<file path="src/rtl/uart_tx_serializer.sv">
// UART transmit serializer: start, 8 data bits LSB first, optional parity, stop; tx_serial is registered.
// Start bit drives on the edge that samples the tx_sel rise; no backpressure, rises while busy are dropped.
module uart_tx_serializer #(
    parameter int CLKS_PER_BIT = 434,
    parameter bit PARITY_EN    = 1'b1
) (
    input  logic       clk,
    input  logic       rst_n,
    input  logic [7:0] tx_data,
    input  logic       parity_sel,
    input  logic       tx_sel,
    output logic       tx_serial,
    output logic       tx_busy,
    output logic       tx_done
);

    localparam int CW = (CLKS_PER_BIT > 2) ? $clog2(CLKS_PER_BIT) : 1;
    localparam logic [CW-1:0] BAUD_LAST = CW'(CLKS_PER_BIT - 1);

    typedef enum logic [2:0] {
        IDLE   = 3'd0,
        START  = 3'd1,
        DATA   = 3'd2,
        PARITY = 3'd3,
        STOP   = 3'd4
    } state_t;

    state_t        state_q, state_d;
    logic [CW-1:0] baud_q, baud_d;
    logic [2:0]    bit_q, bit_d;
    logic [7:0]    shift_q, shift_d;
    logic          par_q, par_d;
    logic          sel_q;
    logic          serial_q, serial_d;
    logic          busy_q, busy_d;
    logic          done_q, done_d;
    logic          baud_end;
    logic          launch;

    assign baud_end = (baud_q == BAUD_LAST);
    assign launch   = tx_sel & ~sel_q & (state_q == IDLE);

    always_comb begin
        state_d  = state_q;
        baud_d   = baud_q;
        bit_d    = bit_q;
        shift_d  = shift_q;
        par_d    = par_q;
        serial_d = serial_q;
        busy_d   = busy_q;
        done_d   = 1'b0;

        if (state_q != IDLE) begin
            baud_d = baud_end ? '0 : baud_q + 1'b1;
        end

        case (state_q)
            IDLE: begin
                if (launch) begin
                    state_d  = START;
                    shift_d  = tx_data;
                    // Parity bit value is resolved at capture so the shifter can consume the data.
                    par_d    = (^tx_data) ^ parity_sel;
                    serial_d = 1'b0;
                    busy_d   = 1'b1;
                    baud_d   = '0;
                    bit_d    = '0;
                end
            end
            START: begin
                if (baud_end) begin
                    state_d  = DATA;
                    serial_d = shift_q[0];
                end
            end
            DATA: begin
                if (baud_end) begin
                    if (bit_q == 3'd7) begin
                        if (PARITY_EN) begin
                            state_d  = PARITY;
                            serial_d = par_q;
                        end else begin
                            state_d  = STOP;
                            serial_d = 1'b1;
                        end
                    end else begin
                        bit_d    = bit_q + 3'd1;
                        shift_d  = shift_q >> 1;
                        serial_d = shift_q[1];
                    end
                end
            end
            PARITY: begin
                if (baud_end) begin
                    state_d  = STOP;
                    serial_d = 1'b1;
                end
            end
            STOP: begin
                if (baud_end) begin
                    state_d  = IDLE;
                    serial_d = 1'b1;
                    busy_d   = 1'b0;
                    done_d   = 1'b1;
                end
            end
            default: begin
                state_d  = IDLE;
                serial_d = 1'b1;
                busy_d   = 1'b0;
            end
        endcase
    end

    always_ff @(posedge clk) begin
        if (!rst_n) begin
            state_q  <= IDLE;
            baud_q   <= '0;
            bit_q    <= '0;
            shift_q  <= '0;
            par_q    <= 1'b0;
            // Preset high so a level held through reset is not seen as a rising edge.
            sel_q    <= 1'b1;
            serial_q <= 1'b1;
            busy_q   <= 1'b0;
            done_q   <= 1'b0;
        end else begin
            state_q  <= state_d;
            baud_q   <= baud_d;
            bit_q    <= bit_d;
            shift_q  <= shift_d;
            par_q    <= par_d;
            sel_q    <= tx_sel;
            serial_q <= serial_d;
            busy_q   <= busy_d;
            done_q   <= done_d;
        end
    end

    assign tx_serial = serial_q;
    assign tx_busy   = busy_q;
    assign tx_done   = done_q;

endmodule

</file>
<file path="config.mk">
export PLATFORM = sky130hd
export DESIGN_NAME = uart_tx_serializer
export DESIGN_NICKNAME = d
export VERILOG_FILES = /design/src/rtl/uart_tx_serializer.sv
export SDC_FILE = /design/constraint.sdc
export NUM_CORES = 1
export LEC_CHECK = 0
export ABC_AREA = 1
export CORE_MARGIN = 8
export CORE_UTILIZATION = 55
export CTS_CLUSTER_DIAMETER = 60
export DETAILED_ROUTE_END_ITERATION = 10
export PLACE_DENSITY = 0.83
export REMOVE_ABC_BUFFERS = 1
export SETUP_SLACK_MARGIN = 0.15
export SKIP_LAST_GASP = 1
export SLEW_MARGIN = 20
export SYNTH_ARGS = -nofsm -noshare
export SYNTH_HDL_FRONTEND = slang
export SYNTH_SLANG_ARGS = --single-unit
</file>
<file path="constraint.sdc">
create_clock -name clk -period 1.74 [get_ports clk]
set_input_delay 0.348 -clock clk [delete_from_list [all_inputs] [get_ports clk]]
set_output_delay 0.348 -clock clk [all_outputs]
set_load 0.01 [all_outputs]
</file>
# Yosys cells after proc, flatten, opt, wreduce, memory -nomap -nowiden
# Cells that the tools add are included.
# totals
inputBits	12
output_inout_bits	3
wordCells	71
regBits	28
# classes
n_reduce_logical	12
addsub	2
muxes	29
n_bitwise	5
n_eq_ne	14
# ops
cell	count
$mux 9	4
$mux 3	9
$mux 8	3
$pmux 8 s2	1
$pmux 3 s5	1
$ne 2x2->1 const B	7
$add 9x1->9 const B	1
$eq 9x9->1 const B	1
$mux 1	8
$reduce_and 4->1	2
$reduce_xor 8->1	1
$eq 3x2->1 const B	2
$eq 3x3->1 const B	2
$pmux 3 s2	1
$reduce_and 6->1	1
$pmux 1 s4	1
$reduce_and 2->1	2
$add 3x1->3 const B	1
$eq 3x1->1 const B	1
$logic_not 3->1	1
$pmux 1 s3	1
$reduce_and 3->1	1
$reduce_bool 3->1	1
$reduce_or 3->1	1
other kinds (6)	8

# Logic depth before layout (Yosys ltp)
# Gate-level depths: netlist of the first run.
# depth
depth_word	5
ltp_mapped	14
depth_no_buf	13

# Worst setup path before layout of the first run
# Ideal clock, no wire load.
# synth_path
path_kind	register -> register
from	reg baud_q[0]
to	reg bit_q[1]
arrival_time_ns	1.301
period_less_slack_ns	1.417
path_slack_ns	0.323
required_ns	1.624
n_path_buf	1
path_stages_with_launch	12
setup_time_ns	0.116
path_cell_list	dfxtp_1 > ha_1 > inv_1 > nor2_1 > nand2_2 > nor2_4 > inv_2 > nand2_1 > nand2_2 > buf_6 > a21oi_1 > nor2_1
# synth_between
elab_chain_len	3
# synth_rtl
element	line	text
start: declaration	29	logic [CW-1:0] baud_q, baud_d;
start signal: assignment	129	baud_q <= baud_d;
$eq 9x9->1	40	assign baud_end = (baud_q == BAUD_LAST);
$ne 2x2->1 (no line)	--	
$reduce_and 4->1 (no line)	--	
end signal: assignment	130	bit_q <= bit_d;
end: declaration	30	logic [2:0] bit_q, bit_d;
# No other way between the ends.
# A chain may end at the register's enable or synchronous reset.

# Worst setup path in the final report of the first run
# layout_path
from	reg done_q, in the netlist tx_done
to	out tx_done
# layout_lines
element	line	text
start: declaration	36	logic done_q, done_d;
start signal: assignment	136	done_q <= done_d;
end: declaration	14	output logic tx_done
# No word-level cell between the ends.

==> summary.md, run 1 <==
| Metric | Value |
|---|---|
| Setup CP Type | register to primary output |
| Hold Path Class | register to register |
| Setup TNS | 0 ns |
| Reg-to-Reg Start | baud_q[1] |
| Yosys warnings | 0 |
| Longest Clk Path Bufs | 2 |
| Largest net degree at the start of global routing | 18 |
| Synthesized area | 1640 sq um |
| TritonCTS Buffers | 3 |
| Final Wtd Congestion | 0.855 |
| Area Growth Syn to Fin | 18.4% |
| Post-CTS Hold Buffers | 0 |
| Placed insts | 292 |
| Clock skew | 0.00206 ns |
| Post-synth EDFFs | 0 |
| Rows | 19 |
| Slew margin rel. | 0.768 |
| Fin. Hold Viols | 0 |
| Drt drc | 0 |
| Crit path DAT | 1.18 ns |
| Leakage power | 0.911 nW |
| Filler cells | 231 |
| Post-synthesis cell count | 247 |
| Share of cells above drive strength 1 | 0.171 |
| Maximum capacitance violations | 0 |
| Ranking of synthesized cells by area | dfxtp_1, nand2_1, nor2_1 |
| Final HPWL DP | 2.36 mm |
| Unrepaired setup endpoints after global routing | no |
| CTS tree | built |
| Finished Layout Cells | 300 |
| Netlist cell types | 31 |
| Routed wire length | 3.23 mm |
| CP startpoint kind | register |
| VDD IR-drop max | 0.938 mV |
| ANT cells | 0 |
| Drt via density | 5.10 |
| Total grt overflow | 0 |
| FFs w/ async S/R, synth | 0 |
| Routed vias | 1531 |
| Worst-Skew Late Latency | 0.32 ns |
| CP Cell Sequence | clkdlybuf4s50_1 |
| Crit Path Max Fanout | 1 |
| Status | completed |
| Slowest-stage cell, CP | clkdlybuf4s50_1 |
| Post-synthesis sequential area ratio | 0.343 |
| Final instance area | 1940 sq um |
| GRT Overall Usage | 0.129 |
| CP endpoint kind | primary output |
| Util after Layout | 0.696 |
| I/O Buffers | 14 |
| Iteration-0 DRC count of the detailed router | 119 |
| Syn_area_per_cell | 6.62 sq um |
| Post-DP Area | 1820 sq um |
| Family with the most delay on the worst path | buffers and inverters |
| Die height | 70.5 microns |
| Slew @ Worst Pin | 0.347 ns |
| Tcrit/Tclk final | 0.880 |
| Initial Util | 0.588 |
| Top cell type's share of synthesized area | 0.343 |
| FF/Latch Area | 564 sq um |
| Worst Hold Launch | tx_busy |
| Clock transition at path regs | 0.14 ns |
| Final slew viol count | 0 |
| Die area | 4970 sq um |
| Core ar. | 2780 sq um |
| Initial antenna violation count | 0 |
| Max Clock Freq | 653 MHz |
| Max H-tree Level | 1 |
| Buf/Inv on CP | 1 |
| WL/cell | 10.8 microns |
| CP startpoint | tx_done |
| Final setup violation count | 0 |
| Count of state elements after synthesis | 28 |
| Min Clock Period, post-route | 1.53 ns |
| CP required | 1.39 ns |
| Root buffer cell | clkbuf_4 |
| PD cells | 1210 nW/um^2 |
| DRT Pass-1 Iters | 4 |
| Most used DFF post-synth | dfxtp_1 |
| CTS sink cnt | 28 |
| Die Wd | 70.5 microns |
| Multi-input combinational cell area | 952 sq um |
| I/O pins | 15 |
| Nets@finish | 287 |
| Vias in the first global route | 1350 |
| Antenna Violating Nets Remaining | 0 |
| First-pass GRT wire length | 5.63 mm |
| Cell accounting for the most synthesized area | dfxtp_1 |
| Crit path largest cell delay | 0.52 ns |
cells in the mapped netlist, types with 3 or more instances:
library cell  count
a21oi_1          12
dfxtp_1          28
ha_1              4
inv_1            24
inv_2             6
nand2_1          69
nand2_2           4
nand2_4           3
nand3_1          13
nand4_1           3
nor2_1           35
nor2_4            4
o21ai_0          10
o21ai_1           9
path summary, 6_finish.rpt:
check	slack, ns	end	cells after the start
min reg2reg	0.47	tx_busy	2
max	0.21	tx_done	1
min	0.47	tx_busy	2
max reg2reg	0.24	shift_q[4]	12
state kept, by name, summed over array words and instances, names as in the netlist:
register   count
par_q          1
shift_q        8
tx_done        1
baud_q         9
bit_q          3
sel_q          1
state_q        3
tx_busy        1
tx_serial      1
layer usage:
layer  vias to the layer above  global-route usage  share of wire
met1                       660               0.175           0.50
met3                         7              0.0209          0.046
met4                         0              0.0460          0.018
met5                         -                   0              0
li1                        832                   -              -
met2                        32               0.203           0.44
cell type report:
type,instances,area share
Timing Repair Buffer,25,0.121
Sequential cell,28,0.291
Multi-Input combinational cell,182,0.492
Clock buffer,3,0.0116
Inverter,31,0.0640
Tap cell,31,0.0200
cells in the final DEF, fill, tap and decap left out:
cell             count
a211oi_1             2
a21oi_1             12
and2_1               1
buf_4                9
buf_6                2
clkbuf_4             3
clkdlybuf4s50_1     12
dfxtp_1             25
dfxtp_2              3
dlymetal6s2s_1       2
ha_1                 3
ha_4                 1
inv_1               23
inv_2                6
inv_4                1
inv_6                1
nand2_1             68
nand2_2              4
nand2_4              4
nand3_1             13
nand3b_4             1
nand4_1              3
nor2_1              35
nor2_4               4
nor3_1               1
nor4_1               1
o211ai_1             1
o21ai_0              9
o21ai_1              5
o21ai_2              6
o21bai_1             1
o22ai_1              2
or2_2                1
xnor2_1              2
xor2_1               2
report_power, final:
part / total, mW / switching (mW) / internal, mW
Clock: 0.263 / 0.182 / 0.0813
Combinational: 1.17 / 0.691 / 0.477
Sequential: 0.909 / 0.108 / 0.802
Total: 2.34 / 0.980 / 1.36
cell families after synthesis:
| family | synth area share |
|---|---|
| DFF | 0.343 |
| adders and majority gates | 0.0306 |
| and+or+nand+nor | 0.380 |
| AOI/OAI and AO/OA | 0.126 |
| buffers and inverters | 0.0987 |
| xor gates and xnor gates | 0.0214 |
worst reg2reg max path, stage by stage (launching register included):
cell and delay [ns]:
dfxtp_2 0.35, inv_2 0.07, ha_4 0.12, inv_1 0.03
nor2_1 0.12, nand2_2 0.09, nor2_4 0.10, inv_2 0.07
nand2_2 0.08, nand2_4 0.10, buf_6 0.15, o21ai_2 0.10
nor2_1 0.05
what timing repair did:
action,4_1_cts,5_1_grt
endpoints found under the setup margin,8,16
resized for setup,2,18
setup buffers,1,4
pin swaps,1,5
stage by stage:
stage | setup slack [ns] | power, mW | hold slack [ns]
CTS | 0.164 | 2.23 | 0.476
global route | 0.137 | 2.56 | 0.483
detailed placement | 0.0169 | 1.96 | 0.455
global placement | 0.0579 | 1.95 | 0.450
floorplan | 0.273 | 1.68 | 0.433
finish | 0.208 | 2.34 | 0.472
(Power assumes the default switching activity.)
==> inputs of run 2 (changes only) <==
--- a/config.mk
+++ b/config.mk
@@ -10,6 +10,7 @@
 export CORE_UTILIZATION = 55
 export CTS_CLUSTER_DIAMETER = 60
 export DETAILED_ROUTE_END_ITERATION = 10
+export HOLD_SLACK_MARGIN = 0.15
 export PLACE_DENSITY = 0.83
 export REMOVE_ABC_BUFFERS = 1
 export SETUP_SLACK_MARGIN = 0.15
==> constraint.sdc (replaced) <==
create_clock -name clk -period 1.6 [get_ports clk]
set_input_delay 0.32 -clock clk [delete_from_list [all_inputs] [get_ports clk]]
set_output_delay 0.32 -clock clk [all_outputs]
set_load 0.01 [all_outputs]
==> summary.md, run 2 (synthesis results as in run 1) <==
| Metric | Value |
|---|---|
| First-pass GRT wire length | 6.95 mm |
| Clock transition at path regs | 0.17 ns |
| Util after Layout | 0.762 |
| Int Pwr | 1.76 mW |
| Routed vias | 1672 |
| Vias in the first global route | 1648 |
| Leakage power | 0.945 nW |
| WL/cell | 13.5 microns |
| CTS tree | built |
| I/O pins | 15 |
| Fin. Hold Viols | 0 |
| Antenna Violating Nets Remaining | 0 |
| Slew margin rel. | 0.689 |
| Longest Clk Path Bufs | 2 |
| Crit path largest cell delay | 0.37 ns |
| Root buffer cell | clkbuf_4 |
| Routed wire length | 4.13 mm |
| Largest net degree at the start of global routing | 18 |
| Tcrit/Tclk final | 0.961 |
| Hold Path Class | register to register |
| Multi-input combinational cell area | 1060 sq um |
| I/O Buffers | 14 |
| Min Clock Period, post-route | 1.54 ns |
| Status | completed |
| Slew @ Worst Pin | 0.466 ns |
| Slowest-stage cell, CP | dfxtp_2 |
| Post-CTS Hold Buffers | 0 |
| VDD IR-drop max | 1.35 mV |
| Total grt overflow | 0 |
| FF/Latch Area | 567 sq um |
| Register share of total power | 0.331 |
| Met1 Wirelength | 1.86 mm |
| PD cells | 1430 nW/um^2 |
| Worst path most repeated cell | inv_2 |
| Die area | 4970 sq um |
| Largest register by flop count | baud_q |
| Final Wtd Congestion | 0.883 |
| Drt drc | 0 |
| Met3 wire len | 224 microns |
| Final setup violation count | 0 |
| Worst hold stages | 2 |
| Crit Path Max Fanout | 7 |
| Area Growth Syn to Fin | 29.5% |
| Metal2 WL | 1.95 mm |
| Die height | 70.5 microns |
| Maximum capacitance violations | 0 |
| CP endpoint kind | register |
| Final slew viol count | 0 |
| Unrepaired setup endpoints after global routing | yes |
| Final HPWL DP | 2.58 mm |
| Most frequent cells in the layout | nand2_1, nor2_1, dfxtp_1 |
| DRT Pass-1 Iters | 4 |
| ANT cells | 0 |
| Clock share of power | 0.158 |
| Post-DP Area | 1850 sq um |
| Gate power share | 0.511 |
| Drt via density | 5.46 |
| Number of flip-flops in the largest register | 9 |
| Max H-tree Level | 1 |
| GRT Overall Usage | 0.160 |
| CP required | 1.85 ns |
| Nets@finish | 292 |
| Cells on worst reg2reg path | 13 |
| Switch Pwr | 1.26 mW |
| Post-route setup slack | 0.0616 ns |
| Share of cells above drive strength 1 | 0.276 |
| Core ar. | 2780 sq um |
| Pre-CTS WS | -0.0772 ns |
| Max Clock Freq | 650 MHz |
| Initial Util | 0.588 |
| CTS sink cnt | 28 |
| CP startpoint kind | register |
| Top Registers | baud_q: 9 flops, shift_q: 8 flops |
| Filler cells | 213 |
| Switching part of the total | 0.418 |
| Clock skew | 0.0149 ns |
| Crit path DAT | 1.79 ns |
| TritonCTS Buffers | 3 |
| Setup CP Type | register to register |
| Most common cell after layout, fill and taps aside | nand2_1 |
| Rows | 19 |
| Setup TNS | 0 ns |
| CP Cell Sequence | inv_2 > ha_4 > inv_2 > nor2_4 > nand2_2 > nor2_4 > inv_2 > nand2_4 > nand2_8 > inv_8 > buf_6 > nor2_1 > nor2_1 |
| Final instance area | 2120 sq um |
| Die Wd | 70.5 microns |
| Worst-Skew Late Latency | 0.34 ns |
| Top sig layer | met4 |
| Iteration-0 DRC count of the detailed router | 87 |
| Initial antenna violation count | 0 |
## run 2: cell count changes in the layout (fill, tap and decap cells not counted), moves of 3 or more
cell           delta
a21oi_1           -3
inv_1             -4
dlygate4sd2_1     +3
nand2_1           -3
inv_2             +4
o21ai_1           -3
buf_4             +3
a21oi_2           +3
## run 2: path summary, 6_finish.rpt
check        startpoint  endpoint  slack [ns]
min reg2reg     tx_busy   tx_busy        0.47
max reg2reg   baud_q[1]  bit_q[0]        0.06
max           baud_q[1]  bit_q[0]        0.06
min             tx_busy   tx_busy        0.47
## run 2: repair_timing
action,in CTS,in global routing
pin swaps,5,16
endpoints found under the setup margin,19,24
buffers inserted,3,3
gates resized for setup,32,26
## run 2: per-stage QoR
step	hold WS (ns)	total power, mW	instances
floorplan	0.405	1.83	241
global placement	0.448	2.14	296
detailed placement	0.462	2.18	296
CTS	0.480	2.79	303
global route	0.499	3.25	306
finish	0.468	3.02	306
## run 2: power by group through the flow
stage	Combinational [mW]	Clock (mW)	Sequential (mW)
5_1_grt	1.72	0.506	1.02
2_1_floorplan	0.840	0	0.992
4_1_cts	1.32	0.476	0.995
3_5_place_dp	1.19	0	0.995
3_3_place_gp	1.15	0	0.998
6_report	1.54	0.478	1.00
## run 2: worst max-delay path, delay by kind of cell, from the launching register on
kind                       cells  cell delay [ns]
adders and majority gates      1             0.15
buffers and inverters          5             0.37
DFF                            1             0.37
and+or+nand+nor                7             0.56
## run 2: area by class of cell
type | instances | area share
Clock buffer | 3 | 0.0106
Clock inverter | 1 | 0.0142
Inverter | 31 | 0.0608
Multi-Input combinational cell | 182 | 0.500
Sequential cell | 28 | 0.268
Tap cell | 31 | 0.0183
Timing Repair Buffer | 30 | 0.128
## run 2: metal layers
layer,vias up,GRT usage
li1,842,-
met1,765,0.199
met3,8,0.0307
met2,57,0.264
met5,-,0
met4,0,0.0700
